`src/rtl/product_acc_pkg.sv`:
```
`default_nettype none
// ============================================================================
// Module   : product_acc_pkg
// Brief    : Shared constants and FSM state encoding for product_accumulator.
// Revision : 1.0 - initial release
// ============================================================================
package product_acc_pkg;

    localparam int c_ACC_W_DEFAULT = 12;
    localparam int c_LEN_W_DEFAULT = 4;
    localparam int c_PROD_W        = 8;

    localparam int c_STATE_W = 2;
    localparam logic [c_STATE_W-1:0] c_ST_IDLE  = 2'd0;
    localparam logic [c_STATE_W-1:0] c_ST_ACCUM = 2'd1;
    localparam logic [c_STATE_W-1:0] c_ST_DONE  = 2'd2;

endpackage
`default_nettype wire

```
`src/rtl/product_acc_adder.sv`:
```
`default_nettype none
// ============================================================================
// Module   : product_acc_adder
// Brief    : Combinational ACC_W+1 bit accumulate adder with carry out.
//            Clamps to all-ones on carry when SATURATE_EN is defined.
// Revision : 1.0 - initial release
// ============================================================================
module product_acc_adder
    import product_acc_pkg::*;
#(
    parameter int ACC_W = c_ACC_W_DEFAULT
) (
    input  logic [ACC_W-1:0]    i_acc,
    input  logic [c_PROD_W-1:0] i_prod,
    output logic [ACC_W-1:0]    o_sum,
    output logic                o_carry
);

    logic [ACC_W:0] w_wide;

    assign w_wide  = {1'b0, i_acc} + {{(ACC_W + 1 - c_PROD_W){1'b0}}, i_prod};
    assign o_carry = w_wide[ACC_W];

`ifdef SATURATE_EN
    // Once clamped, later adds carry again (or add zero), so the clamp sticks.
    assign o_sum = o_carry ? {ACC_W{1'b1}} : w_wide[ACC_W-1:0];
`else
    assign o_sum = w_wide[ACC_W-1:0];
`endif

endmodule
`default_nettype wire

```
`src/rtl/product_accumulator.sv`:
```
`default_nettype none
// ============================================================================
// Module   : product_accumulator
// Brief    : Valid/ready multiply-accumulate back end summing 1..2^LEN_W
//            unsigned 8-bit products. Optional macro: SATURATE_EN.
// Revision : 1.0 - initial release
// ============================================================================
module product_accumulator
    import product_acc_pkg::*;
#(
    parameter int ACC_W = c_ACC_W_DEFAULT,
    parameter int LEN_W = c_LEN_W_DEFAULT
) (
    input  logic                clk,
    input  logic                rst_n,
    input  logic                start,
    input  logic [LEN_W-1:0]    len,
    input  logic [c_PROD_W-1:0] prod,
    input  logic                prod_valid,
    output logic                prod_ready,
    output logic [ACC_W-1:0]    acc,
    output logic                done,
    output logic                busy,
    output logic                overflow
);

    localparam logic [LEN_W:0] c_FULL_LEN = {1'b1, {LEN_W{1'b0}}};
    localparam logic [LEN_W:0] c_ONE      = {{LEN_W{1'b0}}, 1'b1};

    logic [c_STATE_W-1:0] r_state;
    logic [LEN_W:0]       r_remaining;
    logic [ACC_W-1:0]     r_acc;
    logic                 r_done;
    logic                 r_busy;
    logic                 r_overflow;

    logic [ACC_W-1:0]     w_sum;
    logic                 w_carry;
    logic [LEN_W:0]       w_len_ext;

    product_acc_adder #(
        .ACC_W   (ACC_W)
    ) u_adder (
        .i_acc   (r_acc),
        .i_prod  (prod),
        .o_sum   (w_sum),
        .o_carry (w_carry)
    );

    // A programmed length of zero stands for the full 2^LEN_W products.
    assign w_len_ext = (len == '0) ? c_FULL_LEN : {1'b0, len};

    always_ff @(posedge clk or negedge rst_n) begin
        if (!rst_n) begin
            r_state     <= c_ST_IDLE;
            r_remaining <= '0;
            r_acc       <= '0;
            r_done      <= 1'b0;
            r_busy      <= 1'b0;
            r_overflow  <= 1'b0;
        end else begin
            case (r_state)
                c_ST_IDLE: begin
                    if (start) begin
                        r_acc       <= '0;
                        r_overflow  <= 1'b0;
                        r_remaining <= w_len_ext;
                        r_busy      <= 1'b1;
                        r_state     <= c_ST_ACCUM;
                    end
                end
                c_ST_ACCUM: begin
                    if (prod_valid) begin
                        r_acc       <= w_sum;
                        r_overflow  <= r_overflow | w_carry;
                        r_remaining <= r_remaining - c_ONE;
                        if (r_remaining == c_ONE) begin
                            r_done  <= 1'b1;
                            r_state <= c_ST_DONE;
                        end
                    end
                end
                c_ST_DONE: begin
                    r_done  <= 1'b0;
                    r_busy  <= 1'b0;
                    r_state <= c_ST_IDLE;
                end
                default: begin
                    r_done  <= 1'b0;
                    r_busy  <= 1'b0;
                    r_state <= c_ST_IDLE;
                end
            endcase
        end
    end

    assign prod_ready = (r_state == c_ST_ACCUM);
    assign acc        = r_acc;
    assign done       = r_done;
    assign busy       = r_busy;
    assign overflow   = r_overflow;

endmodule
`default_nettype wire
```
`config.mk`:
```
export PLATFORM = sky130hd
export DESIGN_NAME = product_accumulator
export DESIGN_NICKNAME = d
export VERILOG_FILES = /design/src/rtl/product_acc_pkg.sv /design/src/rtl/product_acc_adder.sv /design/src/rtl/product_accumulator.sv
export SDC_FILE = /design/constraint.sdc
export NUM_CORES = 1
export LEC_CHECK = 0
export BUFFER_PORTS_ARGS = -buffer_cell sky130_fd_sc_hd__clkbuf_2
export CORE_MARGIN = 3
export CORE_UTILIZATION = 44
export DETAILED_ROUTE_END_ITERATION = 10
export PLACE_DENSITY = 0.67
export SKIP_CTS_REPAIR_TIMING = 1
export SYNTH_ARGS = -nofsm -noshare
export SYNTH_HDL_FRONTEND = slang
export SYNTH_SLANG_ARGS = --single-unit
```
`constraint.sdc`:
```
create_clock -name clk -period 2.5 [get_ports clk]
set_clock_uncertainty 0.05 [all_clocks]
set_input_delay 0.125 -clock clk [delete_from_list [all_inputs] [get_ports clk]]
set_output_delay 0.125 -clock clk [all_outputs]
set_load 0.005 [all_outputs]
```
==> reports/results.ini, run 1 <==
[finish]
drive_gt1_frac = 0.243
finalNetCount = 205
fin_util = 0.562
diodes = 0
final_cell_count_no_fill = 208
design_area_mm2 = 0.00160
syn_to_final_growth_pct = 17.1

[floorplan]
dieArea_mm2 = 0.00382
die_w_um = 61.8
rows = 19
start_util = 0.480
ios = 32
core_mm2 = 0.00285
die_h_um = 61.8

[yosys]
yosysTopAreaCell = dfrtp_1
syn-cell-area_mm2 = 0.00137
synth.top_cells.by_area = dfrtp_1 40%, ha_1 9.1%, nand2_1 5.2%
syn-instance-count = 142
ys_seq_area_frac = 0.402
synth_common_cells = 22 x dfrtp_1, 19 x nand2_1, 13 x o21ai_0
netlist.area_leader.share = 0.402
synth_flop_cell = dfrtp_1
ys_seq_elements = 22
synthDistinctLibCells = 45
yosysMostFrequentCell = dfrtp_1
synth-edff-count = 0
yosys_warnings = 0
synth_area_per_cell_um2 = 9.65
ys_async_sr_fraction = 1.00
syn_nets = 169

[timing]
setup_violations = 0
tightest_slew_ns = 0.573
period_share = 0.858
max_freq_mhz = 466
rsz0062_at_grt = false
period_needed_ns = 2.14
slew_headroom = 0.616
final_max_slew_viol_count = 0
setup-tns-final_ns = 0
hold_viol_final = 0

[worst_setup_path]
crit_type = flip-flop to flip-flop
rr_startpoint = acc[0]$_DFFE_PN0P_
reg2reg_slack_ns = 0.36
crit_fanout = 3
r2r-end = acc[8]$_DFFE_PN0P_
worstPathArrival_ns = 2.33
reg2reg_depth = 7
cp.required_ns = 2.69
end_kind = flip-flop
start_kind = flip-flop

[clock_tree]
cts_tree = done
clock_sinks = 22
cts_max_level = 1
cts_root_buf = clkbuf_4
cts_made_buffers = 3
clk_path_buf_depth = 2
clock_latency_ns = 0.30
clk_pin_slew_worst_paths_ns = 0.13

[placement]
port_buffers = 31
gp_congestion = 0.844
postPlaceCellArea_mm2 = 0.00155
post-place-cells = 202
dp_hpwl_mm = 2.31

[drt]
top_layer = met4
drc = 0
drt-initial-drc-count = 58
wl_met3_um = 112
wl_per_cell_um = 14.4
met2_length_mm = 1.38
viasPerCell = 5.72
firstDrtPassIters = 4
wl_met1_mm = 1.45
wirelength_mm = 2.99
vias = 1190
ant_nets = 0

[global_routing]
grt-ovfl-total = 0
grt_pass1_vias = 1095
antenna_found_initial = 0
grt_max_degree = 23
grt_pass1_wl_mm = 4.95
grt_usage = 0.173

[min_path]
hold_path_end = r_remaining[0]$_DFFE_PN0P_
hp-start = len[0]
hold_path_class = primary input to flip-flop
hold_depth = 3

[run]
maxCapViolations = 0

[status]
status = completed

[power_and_ir_drop]
p_leak_nw = 0.801
p_per_area_mw_per_mm2 = 1100
fin_total_pwr_mw = 1.76
ir_drop_v = 0.000480

[how the worst max path moves through the flow]
| stage | from | end | cells past startpoint |
|---|---|---|---|
| after detailed placement | acc[0]$_DFFE_PN0P_ | acc[8]$_DFFE_PN0P_ | 7 |
| after floorplan | acc[4]$_DFFE_PN0P_ | acc[7]$_DFFE_PN0P_ | 6 |
| after CTS | acc[0]$_DFFE_PN0P_ | acc[8]$_DFFE_PN0P_ | 7 |
| after global routing | acc[0]$_DFFE_PN0P_ | acc[8]$_DFFE_PN0P_ | 7 |
| after global placement | acc[0]$_DFFE_PN0P_ | acc[8]$_DFFE_PN0P_ | 7 |
| final | acc[0]$_DFFE_PN0P_ | acc[8]$_DFFE_PN0P_ | 7 |
[sequential cells by signal, indices dropped and copies added (netlist names)]
register / cells
acc: 12
r_remaining: 5
r_state: 2
busy: 1
done: 1
overflow: 1
[critical path, stage by stage, from the launching register on]
cell     delay [ns]
dfrtp_1        0.42
ha_1           0.22
fa_1           0.41
a21o_1         0.17
a21oi_1        0.26
o21ai_0        0.18
nand3_1        0.18
mux2i_1        0.18
[final cells by class]
class | instances | area [µm²]
Clock buffer | 4 | 36.3
Fill cell | 271 | 1250
Inverter | 7 | 26.3
Multi-Input combinational cell | 111 | 777
Sequential cell | 22 | 551
Tap cell | 31 | 38.8
Timing Repair Buffer | 33 | 175
[logic make-up after synthesis]
logic type      after synthesis  share of synthesized area
simple gates                 53                      0.212
flops                        22                      0.402
compound gates               41                      0.209
fa+ha+maj                    11                      0.106
mux                           2                     0.0146
xor+xnor                      4                     0.0256
buf+inv                       9                     0.0310
[where the power goes]
part / internal [mW] / switching, mW
clock network: 0.0888 / 0.110
logic: 0.431 / 0.513
registers: 0.495 / 0.126
[routing by layer]
layer / vias up / track usage
met5: - / 0
met4: 0 / 0.0515
met3: 8 / 0.0331
met2: 29 / 0.281
met1: 562 / 0.234
li1: 591 / -
[through the flow]
stage	hold slack, ns	setup WS, ns
after floorplan	-0.221	0.537
after global routing	0.0214	0.164
after global placement	0.0887	0.455
after detailed placement	0.0986	0.388
after CTS	-0.253	0.345
final	0.0139	0.356
[layout by cell type, fill, tap and decap left out, drive strengths merged, types with 2 or more instances in the layout]
cell and instances:
dfrtp 22, xnor2 3, inv 7, clkbuf 35, ha 10, a21oi 8
o22ai 2, o21ai 13, nand2 20, a22o 2, nor3 2, a21o 4
nor3b 5, a221o 2, nor2 9, nand3 6, dlygate4sd3 2, mux2i 2
Note: power is estimated with default switching activity, not from simulation.
==> run 2, diff against run 1 <==
--- a/config.mk
+++ b/config.mk
@@ -8,6 +8,8 @@
 export BUFFER_PORTS_ARGS = -buffer_cell sky130_fd_sc_hd__clkbuf_2
 export CORE_MARGIN = 3
 export CORE_UTILIZATION = 44
+export CTS_BUF_LIST = sky130_fd_sc_hd__clkbuf_8
+export CTS_CLUSTER_SIZE = 20
 export DETAILED_ROUTE_END_ITERATION = 10
 export PLACE_DENSITY = 0.67
 export SKIP_CTS_REPAIR_TIMING = 1
==> run 2 against run 1 <==
Effect of this change: cell area up 0.55%; non-clock buffer count is 1 lower; sequential share of layout area shrank 0.19 points; core utilization rose by 0.31 points; register-to-register slack about the same; largest cell class unchanged; highest routed layer unchanged.
==> reports/results.ini, run 2 (same netlist as run 1, synthesis figures left out) <==
[global_routing]
grtUsageMet2 = 0.283
grt_pass1_wl_mm = 4.97
busiest_layer = met2
grt-ovfl-total = 0
use_met3 = 0.0331
grt.met1_usage = 0.237
grt_max_degree = 23
grt_pass1_vias = 1096
grt_usage = 0.173
antenna_found_initial = 0

[placement]
gp_congestion = 0.844
port_buffers = 31
dp_hpwl_mm = 2.31
pre_cts_ws_ns = 0.388

[worst_setup_path]
rr_startpoint = acc[0]$_DFFE_PN0P_
end_kind = flip-flop
crit_fanout = 3
cp.required_ns = 2.64
start_kind = flip-flop
crit_slowest_cell = fa_1
worstPathArrival_ns = 2.27
crit_type = flip-flop to flip-flop
critPathMaxStageDelay_ns = 0.41
worstPathCellList = ha_1 -> fa_1 -> a21o_1 -> a21oi_1 -> o21ai_0 -> nand3_1 -> mux2i_1
cp-startpoint = acc[0]$_DFFE_PN0P_

[drt]
vias = 1179
ant_nets = 0
drc = 0
firstDrtPassIters = 5
drt-initial-drc-count = 31
wl_per_cell_um = 14.5
wirelength_mm = 3.00
viasPerCell = 5.70

[clock_tree]
cts_max_level = 1
cts_made_buffers = 3
cts_tree = done
clock_latency_ns = 0.26
clk_pin_slew_worst_paths_ns = 0.08
clk_path_buf_depth = 2
clock_sinks = 22
cts_root_buf = clkbuf_8

[power_and_ir_drop]
ir_drop_v = 0.000456
share_comb_of_total_power = 0.518
p_sw_frac = 0.415
p_switching_mw = 0.757
p_seq_frac = 0.341
p_leak_nw = 0.805
clkPwrFrac = 0.141
p_int_mw = 1.07
p_per_area_mw_per_mm2 = 1130

[floorplan]
die_w_um = 61.8
ios = 32
core_mm2 = 0.00285
die_h_um = 61.8
rows = 19
start_util = 0.480
dieArea_mm2 = 0.00382

[min_path]
hold_path_class = primary input to flip-flop
hp-start = len[1]

[run]
maxCapViolations = 0

[timing]
period_share = 0.854
hold_viol_final = 0
tightest_slew_ns = 0.580
setup_violations = 0
final_max_slew_viol_count = 0
max_freq_mhz = 468
slew_headroom = 0.612
rsz0062_at_grt = false
setup-tns-final_ns = 0
period_needed_ns = 2.14
setup_slack_ns = 0.365

[finish]
finalNetCount = 204
drive_gt1_frac = 0.244
largest_register_ffs = 12
final_common_cell = clkbuf_2
syn_to_final_growth_pct = 17.7
diodes = 0
final_cell_mix = 31 x clkbuf_2, 22 x dfrtp_1, 19 x nand2_1

[status]
status = completed

[run 2: cell count changes in the layout (fill, tap and decap cells not counted)]
cell,before,now
dlygate4sd3_1,2,1
clkbuf_4,3,0
clkbuf_8,1,4
[run 2: worst max-delay path, delay by kind of cell, from the launching register on]
| family | cells | cell delay [ns] |
|---|---|---|
| flip-flops | 1 | 0.40 |
| AO/OA/AOI/OAI | 3 | 0.62 |
| AND/OR/NAND/NOR | 1 | 0.18 |
| multiplexers | 1 | 0.18 |
| adder cells (fa/ha/maj) | 2 | 0.63 |
[run 2: power groups by stage]
stage,clock network (mW),registers (mW),logic (mW)
after floorplan,0,0.615,0.685
after global placement,0,0.622,0.923
after detailed placement,0,0.627,0.945
after CTS,0.269,0.622,0.950
after global routing,0.282,0.642,1.07
final,0.256,0.623,0.945
[run 2: final timing paths]
| kind | end | slack, ns | cells after the start |
|---|---|---|---|
| min | r_remaining[1]$_DFFE_PN0P_ | 0.04 | 3 |
| max in group asynchronous | r_remaining[4]$_DFFE_PN0P_ | 1.69 | 2 |
| max | acc[8]$_DFFE_PN0P_ | 0.36 | 7 |
| min reg2reg | overflow$_DFFE_PN0P_ | 0.45 | 2 |
| min in group asynchronous | acc[6]$_DFFE_PN0P_ | 0.33 | 2 |
| max reg2reg | acc[8]$_DFFE_PN0P_ | 0.36 | 7 |
[run 2: layer usage]
metal | vias to the layer above | wire, µm
met5 | - | 0
met4 | 0 | 28
met3 | 4 | 116
met2 | 29 | 1420
met1 | 557 | 1440
li1 | 589 | -
[run 2: layout make-up]
class | count | area (µm²)
fillers | 267 | 1240
multi-input cells | 111 | 777
flip-flops and latches | 22 | 551
repair buffers | 32 | 165
clock buffers | 4 | 55.1
well taps | 31 | 38.8
inverters | 7 | 26.3
[run 2: per-stage QoR]
stage                     utilization  cell area, µm²  hold WS (ns)  std cells  power (mW)
after floorplan                     -            1370        -0.221        142        1.30
after global placement          0.543            1550        0.0887        202        1.54
after detailed placement        0.543            1550        0.0986        202        1.57
after CTS                       0.562            1600        -0.191        206        1.84
after global routing            0.565            1610        0.0451        207        2.00
final                           0.565            1610        0.0421        207        1.82
